$ cat src/rtl/touch_adc_serial_if.sv
// -----------------------------------------------------------------------------
// touch_adc_serial_if
//
// Host-side serial transaction engine for an ADS7843-style touch-panel ADC
// (24 DCLK per conversion). One request runs an X conversion followed by a Y
// conversion in a single chip-select frame (48 DCLK rises) and then delivers
// the coordinate pair.
//
// The ADC_DCLK waveform comes from an external generator: this block only
// drives its ENABLE (DCLK_EN) and watches the resulting level. The generator
// toggles on every CLK while enabled, so one DCLK period is two CLK cycles.
//
// Parameters
//   CMD_X     control byte for the X conversion (sent MSB first)
//   CMD_Y     control byte for the Y conversion (sent MSB first)
//   CS_SETUP  CLK cycles from ADC_CS falling to DCLK_EN rising (1..15)
//
// Ports
//   CLK        system clock
//   RST_n      asynchronous active-low reset
//   START      one-cycle request for a coordinate pair (honoured only when
//              idle and the pen is down)
//   PENIRQ_n   pen-down from the ADC, low = touched (already synchronised)
//   ADC_DCLK   current DCLK level from the generator
//   ADC_DOUT   serial data from the ADC
//   DCLK_EN    enable to the DCLK generator
//   ADC_CS     ADC chip select, active low
//   ADC_DIN    serial command to the ADC
//   X_COORD    last captured X result
//   Y_COORD    last captured Y result
//   NEW_COORD  one-cycle pulse when X_COORD/Y_COORD update
//   BUSY       high while a transaction is in progress
// -----------------------------------------------------------------------------
module touch_adc_serial_if #(
  parameter logic [7:0]  CMD_X    = 8'hD0,
  parameter logic [7:0]  CMD_Y    = 8'h90,
  parameter int unsigned CS_SETUP = 2
) (
  input  logic        CLK,
  input  logic        RST_n,
  input  logic        START,
  input  logic        PENIRQ_n,
  input  logic        ADC_DCLK,
  input  logic        ADC_DOUT,
  output logic        DCLK_EN,
  output logic        ADC_CS,
  output logic        ADC_DIN,
  output logic [11:0] X_COORD,
  output logic [11:0] Y_COORD,
  output logic        NEW_COORD,
  output logic        BUSY
);

  typedef enum logic [1:0] {
    S_IDLE,
    S_SETUP,
    S_SHIFT,
    S_DONE
  } state_t;

  localparam logic [5:0] RISES_PER_CONV = 6'd24;
  localparam logic [5:0] RISES_TOTAL    = 6'd48;
  localparam logic [5:0] FIRST_DATA_POS = 6'd10;
  localparam logic [5:0] LAST_DATA_POS  = 6'd21;
  localparam logic [3:0] SETUP_LAST     = 4'(CS_SETUP - 1);

  // ---------------------------------------------------------------------------
  // Registers and their next-state values
  // ---------------------------------------------------------------------------
  state_t      r_state,     w_state_nxt;
  logic        r_dclk_q;
  logic [3:0]  r_setup_cnt, w_setup_cnt_nxt;
  logic [5:0]  r_rise_cnt,  w_rise_cnt_nxt;
  logic [11:0] r_shift,     w_shift_nxt;
  logic [11:0] r_x_hold,    w_x_hold_nxt;
  logic        r_dclk_en,   w_dclk_en_nxt;
  logic        r_cs,        w_cs_nxt;
  logic        r_din,       w_din_nxt;
  logic [11:0] r_x_coord,   w_x_coord_nxt;
  logic [11:0] r_y_coord,   w_y_coord_nxt;
  logic        r_new,       w_new_nxt;
  logic        r_busy,      w_busy_nxt;

  // ---------------------------------------------------------------------------
  // DCLK edge detection and position decoding
  // ---------------------------------------------------------------------------
  logic        w_rise;
  logic        w_fall;
  logic [5:0]  w_rise_num;    // 1..48 index of the rise being seen now
  logic [5:0]  w_rise_pos;    // 1..24 position of that rise in its conversion
  logic [5:0]  w_fall_pos;    // 1..24 position of the rise a fall follows
  logic        w_rise_in_y;
  logic        w_fall_in_y;
  logic [7:0]  w_fall_cmd;
  logic [2:0]  w_fall_bit;
  logic [11:0] w_shift_in;

  assign w_rise      = ADC_DCLK & ~r_dclk_q;
  assign w_fall      = ~ADC_DCLK & r_dclk_q;
  assign w_rise_num  = r_rise_cnt + 6'd1;
  assign w_rise_in_y = (w_rise_num > RISES_PER_CONV);
  assign w_fall_in_y = (r_rise_cnt > RISES_PER_CONV);
  assign w_rise_pos  = w_rise_in_y ? (w_rise_num - RISES_PER_CONV) : w_rise_num;
  assign w_fall_pos  = w_fall_in_y ? (r_rise_cnt - RISES_PER_CONV) : r_rise_cnt;
  assign w_fall_cmd  = w_fall_in_y ? CMD_Y : CMD_X;
  // The fall after rise n presents command bit 7-n for the following rise.
  assign w_fall_bit  = 3'd7 - w_fall_pos[2:0];
  assign w_shift_in  = {r_shift[10:0], ADC_DOUT};

  // ---------------------------------------------------------------------------
  // State and register update
  // ---------------------------------------------------------------------------
  always_ff @(posedge CLK or negedge RST_n) begin
    if (!RST_n) begin
      r_state     <= S_IDLE;
      r_dclk_q    <= 1'b0;
      r_setup_cnt <= '0;
      r_rise_cnt  <= '0;
      r_shift     <= '0;
      r_x_hold    <= '0;
      r_dclk_en   <= 1'b0;
      r_cs        <= 1'b1;
      r_din       <= 1'b0;
      r_x_coord   <= '0;
      r_y_coord   <= '0;
      r_new       <= 1'b0;
      r_busy      <= 1'b0;
    end else begin
      r_state     <= w_state_nxt;
      r_dclk_q    <= ADC_DCLK;
      r_setup_cnt <= w_setup_cnt_nxt;
      r_rise_cnt  <= w_rise_cnt_nxt;
      r_shift     <= w_shift_nxt;
      r_x_hold    <= w_x_hold_nxt;
      r_dclk_en   <= w_dclk_en_nxt;
      r_cs        <= w_cs_nxt;
      r_din       <= w_din_nxt;
      r_x_coord   <= w_x_coord_nxt;
      r_y_coord   <= w_y_coord_nxt;
      r_new       <= w_new_nxt;
      r_busy      <= w_busy_nxt;
    end
  end

  // ---------------------------------------------------------------------------
  // Next-state and output logic
  // ---------------------------------------------------------------------------
  always_comb begin
    w_state_nxt     = r_state;
    w_setup_cnt_nxt = r_setup_cnt;
    w_rise_cnt_nxt  = r_rise_cnt;
    w_shift_nxt     = r_shift;
    w_x_hold_nxt    = r_x_hold;
    w_dclk_en_nxt   = r_dclk_en;
    w_cs_nxt        = r_cs;
    w_din_nxt       = r_din;
    w_x_coord_nxt   = r_x_coord;
    w_y_coord_nxt   = r_y_coord;
    w_new_nxt       = 1'b0;
    w_busy_nxt      = r_busy;

    unique case (r_state)
      S_IDLE: begin
        if (START && !PENIRQ_n) begin
          w_state_nxt     = S_SETUP;
          w_cs_nxt        = 1'b0;
          w_din_nxt       = CMD_X[7];
          w_busy_nxt      = 1'b1;
          w_rise_cnt_nxt  = '0;
          w_setup_cnt_nxt = '0;
        end
      end

      S_SETUP: begin
        if (r_setup_cnt == SETUP_LAST) begin
          w_setup_cnt_nxt = '0;
          w_dclk_en_nxt   = 1'b1;
          w_state_nxt     = S_SHIFT;
        end else begin
          w_setup_cnt_nxt = r_setup_cnt + 4'd1;
        end
      end

      S_SHIFT: begin
        if (w_rise) begin
          w_rise_cnt_nxt = w_rise_num;
          if (w_rise_pos >= FIRST_DATA_POS && w_rise_pos <= LAST_DATA_POS) begin
            w_shift_nxt = w_shift_in;
            // The X word is complete on its last data rise; keep a copy since
            // the shift register is reused for Y.
            if (w_rise_pos == LAST_DATA_POS && !w_rise_in_y) begin
              w_x_hold_nxt = w_shift_in;
            end
          end
          // Dropping enable on the final rise lets the generator's next toggle
          // bring DCLK low, where it then stays.
          if (w_rise_num == RISES_TOTAL) begin
            w_dclk_en_nxt = 1'b0;
            w_state_nxt   = S_DONE;
          end
        end else if (w_fall) begin
          if (r_rise_cnt == RISES_PER_CONV) begin
            w_din_nxt = CMD_Y[7];
          end else if (w_fall_pos >= 6'd1 && w_fall_pos <= 6'd7) begin
            w_din_nxt = w_fall_cmd[w_fall_bit];
          end else if (w_fall_pos == 6'd8) begin
            w_din_nxt = 1'b0;
          end
        end
      end

      S_DONE: begin
        w_cs_nxt       = 1'b1;
        w_din_nxt      = 1'b0;
        w_x_coord_nxt  = r_x_hold;
        w_y_coord_nxt  = r_shift;
        w_new_nxt      = 1'b1;
        w_busy_nxt     = 1'b0;
        w_rise_cnt_nxt = '0;
        w_state_nxt    = S_IDLE;
      end

      default: begin
        w_state_nxt = S_IDLE;
      end
    endcase
  end

  assign DCLK_EN   = r_dclk_en;
  assign ADC_CS    = r_cs;
  assign ADC_DIN   = r_din;
  assign X_COORD   = r_x_coord;
  assign Y_COORD   = r_y_coord;
  assign NEW_COORD = r_new;
  assign BUSY      = r_busy;

endmodule

$ cat config.mk
export PLATFORM = sky130hd
export DESIGN_NAME = touch_adc_serial_if
export DESIGN_NICKNAME = d
export VERILOG_FILES = /design/src/rtl/touch_adc_serial_if.sv
export SDC_FILE = /design/constraint.sdc
export NUM_CORES = 1
export LEC_CHECK = 0
export BUFFER_PORTS_ARGS = -buffer_cell sky130_fd_sc_hd__buf_4
export CAP_MARGIN = 20
export CORE_ASPECT_RATIO = 1.25
export CORE_MARGIN = 2
export CORE_UTILIZATION = 58
export DETAILED_ROUTE_END_ITERATION = 10
export PLACE_DENSITY = 0.84
export REMOVE_ABC_BUFFERS = 1
export SYNTH_ARGS = -nofsm -noshare
export SYNTH_HDL_FRONTEND = slang
export SYNTH_SLANG_ARGS = --single-unit
$ cat constraint.sdc
create_clock -name CLK -period 2.9 [get_ports CLK]
set_input_delay 0.145 -clock CLK [delete_from_list [all_inputs] [get_ports CLK]]
set_output_delay 0.145 -clock CLK [all_outputs]
set_load 0.02 [all_outputs]
==> results of run 1 <==
[placed cells by master, fill, tap and decap left out, drive strengths merged, types with 2 or more instances in the layout]
cell and instances:
dfrtp 65, mux2 51, buf 40, nand2 13, ha 13, a22o 11, a21oi 10, inv 10
o21ai 10, clkbuf 9, nand2b 7, nand3 7, nor2 6, nor3 6, nor2b 4, a31oi 4
clkinv 4, xnor2 3, xor2 3, bufinv 2, dlygate4sd3 2, nand4 2, o2111ai 2
[final timing paths]
path	endpoint	slack [ns]	cells past startpoint
max	r_shift[1]	0.20	9
min	r_x_hold[0]	0.03	2
max reg2reg	r_shift[1]	0.20	9
min reg2reg	r_x_hold[10]	0.49	1
max in group asynchronous	r_rise_cnt[0]	1.93	2
min in group asynchronous	r_state[1]	0.42	2
[metrics by stage]
stage | hold WS [ns] | std cells | power (W) | cell area (sq um)
floorplan | -0.151 | 243 | 0.00189 | 3210
global placement | 0.275 | 347 | 0.00219 | 3590
detailed placement | 0.279 | 347 | 0.00223 | 3590
CTS | 0.0138 | 365 | 0.00311 | 3830
global route | 0.0194 | 365 | 0.00327 | 3830
finish | 0.0282 | 365 | 0.00309 | 3830
[per-layer routing]
| layer | routed length [microns] | up-vias | GRT usage, % | part of all wire, % |
|---|---|---|---|---|
| met5 | 0 | - | 0 | 0 |
| met4 | 131 | 0 | 10.1 | 2.1 |
| met3 | 263 | 11 | 5.81 | 4.2 |
| met2 | 3220 | 46 | 36.4 | 51 |
| met1 | 2670 | 1049 | 27.0 | 42 |
| li1 | - | 1004 | - | - |
[synth_stat cells (2+ instances only)]
library cell   n  area [sq um]
dfrtp_1       65          1630
clkbuf_1       5          18.8
mux2_1         7          78.8
a21oi_1       10          50.1
ha_1          13           163
nor3_1         6          30.0
a31oi_1        4          25.0
nand3_2        2          20.0
inv_1          9          33.8
o21ai_0        9          45.0
xnor2_2        3          48.8
xor2_1         2          17.5
nand2_1       13          48.8
nor2b_1        4          25.0
mux2_2        34           383
buf_6          3          33.8
a22o_1        10          87.6
nand3_1        5          25.0
buf_2          3          15.0
nor2_1         6          22.5
mux2_4        10           150
nand2b_1       7          43.8
[worst register-to-register path: cells and delay by family (launching register included)]
kind	cells	cell delay [ns]
and+or+nand+nor	1	0.18
muxes	1	0.37
adders and majority gates	1	0.33
DFF	1	0.54
buffers and inverters	2	0.41
AOI/OAI and AO/OA	4	0.77
[area by class of cell]
type	instances	area [sq um]	area share, %
Clock buffer	9	124	3.23
Multi-Input combinational cell	168	1520	39.6
Inverter	9	33.8	0.881
Sequential cell	66	1650	43.1
Tap cell	64	80.1	2.09
Clock inverter	7	103	2.68
Timing Repair Buffer	42	320	8.35
[registers in the layout, summed over array words and instances, names as in the netlist]
name         cells
r_state          2
r_x_hold        12
Y_COORD         12
ADC_CS           1
X_COORD         12
r_dclk_q         1
r_shift         12
BUSY             1
ADC_DIN          1
r_setup_cnt      4
r_rise_cnt       6
NEW_COORD        1
DCLK_EN          1
[cell families after synthesis]
group | Yosys count
multiplexers | 52
AO/OA/AOI/OAI | 45
flip-flops | 66
AND/OR/NAND/NOR | 51
buffers and inverters | 22
adder cells (fa/ha/maj) | 14
XOR/XNOR | 6
[what timing repair did]
action | in CTS | in global routing
endpoints found under the setup margin | 0 | 1
hold buffers | 2 | 0
hold endpoints to repair | 66 | 0
gates resized for setup | 0 | 1
[power by group through the flow]
stage / clock network (W) / registers (W) / logic [W]
floorplan: 0 / 0.00124 / 0.000652
global placement: 0 / 0.00119 / 0.000998
detailed placement: 0 / 0.00120 / 0.00103
CTS: 0.000893 / 0.00118 / 0.00104
global route: 0.000935 / 0.00120 / 0.00113
finish: 0.000878 / 0.00118 / 0.00103
==> metrics, run 1 <==
result of the run=finished clean; worst endpoint required time=3.13 ns; DRT iter0 DRCs=132; Post-synth EDFFs=0; total routing resource utilization after global routing=21.9%; register bit total from synthesis=66; final count of negative-setup-slack endpoints=0; number of global-route vias before repair=2142; Worst IR Drop VDD=0.398 mV; relative contribution of the clock network to total power=28.4%; number of buffers inserted during clock tree synthesis=9; DRT antenna net count=0; crit-path leading delay family=compound AO/OA/AOI/OAI gates; average wire length per cell after detail routing=17.2 microns; Std-Cell Core Area=0.00548 sq mm; Die H=88.4 microns; worst slack after detailed placement=0.206 ns; clock slew seen by the registers of the worst setup and hold paths=0.08 ns; share of total power consumed by net switching=35.1%; xor and xnor area share after synthesis=2.84%; critical path startpoint category=flop; logic gate share of total power=33.4%; most used cell along the critical path=a31oi_1; total congestion overflow after global routing=0; number of warning messages in the yosys log=0; achievable clock frequency=370 MHz; Slew @ Worst Pin=0.808 ns; First-pass DRT Iterations=4; critical path data arrival time=2.93 ns; post-layout minimum cycle time=2.70 ns; source of the worst hold timing path=ADC_DOUT; fraction of the mapped netlist area in simple logic gates=8.53%; total number of nets in the final design=315; input/output buffers=34; TritonCTS clock tree=built; dominant combinational cell family by area after synthesis=multiplexers; most used flip-flop cell after synthesis=dfrtp_1; startpoint of the worst-slack reg-to-reg timing path=r_rise_cnt[1]; final worst-path cycle share=93.1%; count of unresolved DRC violations after routing=0; via count normalized by instance count=5.78; Worst Path Buf+Inv=2; Final Hold Fails=0; number of filler cells placed in the layout=382; Post-Synthesis Mean Instance Area=12.9 sq um; critical path startpoint=r_rise_cnt[1]; mux share of post-synthesis cell area=18.8%; fraction of the yosys area taken by sequential cells=50.1%; site row count=30; cells along the critical path=inv_1 > ha_1 > nand2b_1 > a31oi_1 > a2bb2oi_2 > a31oi_1 > o2111ai_4 > buf_4 > mux2_2; Syn-to-layout area delta=16.1%; total vias in the final route=2110; Post CTS Setup Buffer Count=0; global placement routability congestion=0.901; Total Routed Length=6280 microns; power per standard cell area=806 mW/mm^2; H-tree lvl count=3; Post-Synthesis Cells=256; Synth Area in Adders=5.23%; number of maximum-capacitance constraint violations=0; wire length of the first global-routing pass=10500 microns; async set or reset register ratio after synthesis=100%; largest net degree at the start of global routing=67; width of the die=71.5 microns; cell area after synthesis=0.00330 sq mm; path type of the worst setup path=flop to flop; antenna violations before repair=0; Int Power=0.00200 W; total number of clock tree sinks=66; number of buffers between clock root and the deepest sink=2; worst clock skew on the final layout=0.0100 ns; leakage power of the design=1.94 nW; area enclosed by the die boundary=0.00632 sq mm; total negative slack=0 ns; largest driver fanout on the critical path=12; number of pins with negative max-slew slack in the final report=0; setup slack after layout=0.201 ns; synthesized-area fraction occupied by ao, oa, aoi and oai cells=10.6%; share of layout cells above drive strength 1=38.5%; RSZ-0062 raised after global routing=false; post-route core utilization=70.0%; Initial Util=60.3%; later-pin clock latency in the skew report=0.35 ns; worst min-delay path class=primary input to flop; number of diodes=0; reported net switching power=0.00109 W; library cells used by synthesis=48; CP peak stage delay=0.54 ns; headroom to the max-slew limit=46.1%; fraction of power consumed by sequential logic=38.2%; slowest stage cell, crit path=dfrtp_1; crit end category=flop; I/O pin count=35; Clock Tree Root=clkbuf_8; half-perimeter wire length after placement=4310 microns
(Power assumes the default switching activity.)
==> inputs of run 2 (changes only) <==
ABC_AREA = 1   (was not set)
==> run 2 against run 1 <==
Net effect:
- first-iteration DRC count increased by 9.1%
- via count increased by 23%
- largest power group unchanged
- synthesized cell count is 52% higher
- non-clock buffer count unchanged
- sequential power decreased by 5%
- worst hold slack better by 0.040 ns
- utilization rose by 0.23 points
- power shrank 4.4%
- critical endpoint is now r_x_hold[8]
- global-route usage rose by 0.46 points
- register-to-register slack better by 0.17 ns
- wire length up 1.3%
- clock power up 9.9%
==> metrics, run 2 <==
critical path startpoint category=flop; most common cell after layout, fill and taps aside=nand2_1; achievable clock frequency=395 MHz; number of buffers between clock root and the deepest sink=2; total area of multi-input combinational cells=0.00132 sq mm; TritonCTS clock tree=built; width of the die=70.9 microns; average wire length per cell after detail routing=12.9 microns; First-pass DRT Iterations=5; site row count=30; number of warning messages in the yosys log=0; leakage power of the design=2.05 nW; total number of nets in the final design=446; most frequent cell after synthesis=nand2_1; result of the run=finished clean; final-layout worst hold slack=0.0681 ns; number of filler cells placed in the layout=449; share of layout cells above drive strength 1=16.9%; crit end category=flop; ranking of synthesized cells by area=dfrtp_1 (50%), nand2_1 (15%), nand3_1 (6.0%), ha_1 (5.0%), inv_1 (5.0%); number of diodes=0; clock slew seen by the registers of the worst setup and hold paths=0.07 ns; worst clock skew on the final layout=0.0122 ns; wire length of the first global-routing pass=11000 microns; final worst-path cycle share=87.2%; Reg2Reg Setup Slack=0.37 ns; Post-synth EDFFs=0; antenna violations before repair=0; half-perimeter wire length after placement=4360 microns; startpoint of the worst-slack reg-to-reg timing path=r_rise_cnt[1]; cell taking the most area after synthesis=dfrtp_1; headroom to the max-slew limit=45.9%; Std-Cell Core Area=0.00541 sq mm; path type of the worst setup path=flop to flop; slowest stage cell, crit path=dfrtp_1; Worst IR Drop VDD=0.574 mV; total congestion overflow after global routing=0; largest net degree at the start of global routing=67; critical path startpoint=r_rise_cnt[1]; Post-Synthesis Cells=389; Post CTS Setup Buffer Count=0; RSZ-0062 raised after global routing=false; post-layout minimum cycle time=2.53 ns; commonest non-fill, non-tap cells in the layout=nand2_1 (129), dfrtp_1 (65), inv_1 (43), buf_4 (40), nand3_1 (39); number of pins with negative max-slew slack in the final report=0; most used cell along the critical path=nand2_1; async set or reset register ratio after synthesis=100%; worst endpoint required time=3.13 ns; Clock Tree Root=clkbuf_8; power per standard cell area=778 mW/mm^2; DRT iter0 DRCs=144; total number of clock tree sinks=66; area enclosed by the die boundary=0.00622 sq mm; global placement routability congestion=0.845; Die H=87.7 microns; Initial Util=60.1%; final count of negative-setup-slack endpoints=0; number of buffers inserted during clock tree synthesis=9; Post-Synthesis Mean Instance Area=8.35 sq um; cells along the critical path=ha_1 > nand4_1 > nand2_1 > nor2_1 > nand2_2 > nand2_1 > nor2_2 > nand4_2 > nor2_2 > nand2_4 > nand2_1 > nand2_1; count of unresolved DRC violations after routing=0; largest driver fanout on the critical path=13; worst slack after detailed placement=0.414 ns; area share of the largest cell type after synthesis=50.1%; post-route core utilization=70.2%; number of global-route vias before repair=2469; input/output buffers=34; cell area after synthesis=0.00325 sq mm; library cells used by synthesis=31; Total Routed Length=6360 microns; most used flip-flop cell after synthesis=dfrtp_1; via count normalized by instance count=5.23; total vias in the final route=2588; I/O pin count=35; commonest cells in the synthesized netlist=nand2_1 (129), dfrtp_1 (65), inv_1 (43); critical path data arrival time=2.76 ns; fraction of the yosys area taken by sequential cells=50.9%; worst min-delay path class=primary input to flop; Final Hold Fails=0; end of the worst register-to-register path=r_x_hold[8]; later-pin clock latency in the skew report=0.34 ns; setup slack after layout=0.371 ns; number of cells on the worst reg-to-reg path=12; total routing resource utilization after global routing=22.4%; register bit total from synthesis=66; worst setup path end=r_x_hold[8]; H-tree lvl count=3; Syn-to-layout area delta=16.8%; DRT antenna net count=0; FF/Latch Area=0.00165 sq mm; count of cells resized by post-cts repair=0; Slew @ Worst Pin=0.812 ns; number of maximum-capacitance constraint violations=0; number of hold-repair buffers added at the cts stage=2; CP peak stage delay=0.49 ns; total negative slack=0 ns
-- run 2: cell count changes after synthesis, sizes merged, moves of 6 or more --
cell	before	now
a22o	11	0
nand2b	7	0
mux2	51	0
inv	9	45
nand2	13	139
nand4	2	10
o21ai	10	21
o22ai	1	7
nor2	6	15
nand3	7	40
-- run 2: through the flow --
step	power, W	instances	instance area (sq um)
final	0.00295	495	3790
after CTS	0.00297	495	3790
after floorplan	0.00170	374	3140
after global placement	0.00198	478	3520
after global routing	0.00314	495	3790
after detailed placement	0.00201	478	3520
-- run 2: worst min-delay path by stage --
stage,to,slack (ns),startpoint,cells past startpoint
finish,r_shift[0],0.07,ADC_DOUT,3
global route,r_shift[0],0.09,ADC_DOUT,3
CTS,r_shift[0],0.06,ADC_DOUT,3
detailed placement,r_dclk_q,0.27,ADC_DCLK,1
global placement,r_dclk_q,0.28,ADC_DCLK,1
floorplan,ADC_DIN,-0.15,RST_n,0
-- run 2: cell families (layout without fill, tap and decap cells) --
kind of cell             count (synthesis)  count (layout)  synth area share [%]
adder cells (fa/ha/maj)                 13              13                  5.01
AO/OA/AOI/OAI                           39              39                  6.93
XOR/XNOR                                 1               1                 0.270
multiplexers                             1               1                 0.308
buffers and inverters                   61             103                  8.51
flip-flops                              66              66                  50.9
AND/OR/NAND/NOR                        208             208                  28.1
-- run 2: cell type report --
class                      count  area share [%]
tap                           64            2.11
clock inverter                 4            2.60
multi-input combinational    262            34.8
timing repair buffer          42            8.44
clock buffer                  11            3.99
sequential                    66            43.6
inverter                      46            4.55
-- run 2: worst max-delay path: cells and delay by family, from the launching register on --
family / cells / cell delay (ns)
adders and majority gates: 1 / 0.33
and+or+nand+nor: 11 / 1.61
DFF: 1 / 0.49
-- run 2: report_power, final --
part	switching, W	internal, W	leakage (nW)
clock network	0.000350	0.000615	0.126
registers	0.0000801	0.00104	0.855
logic	0.000550	0.000321	1.07
-- run 2: metal layers --
metal | vias to the layer above | global-route usage [%] | routed length, microns
met5 | - | 0 | 0
li1 | 1313 | - | -
met2 | 46 | 39.0 | 3200
met1 | 1221 | 27.1 | 2860
met4 | 0 | 7.72 | 84
met3 | 8 | 5.87 | 217
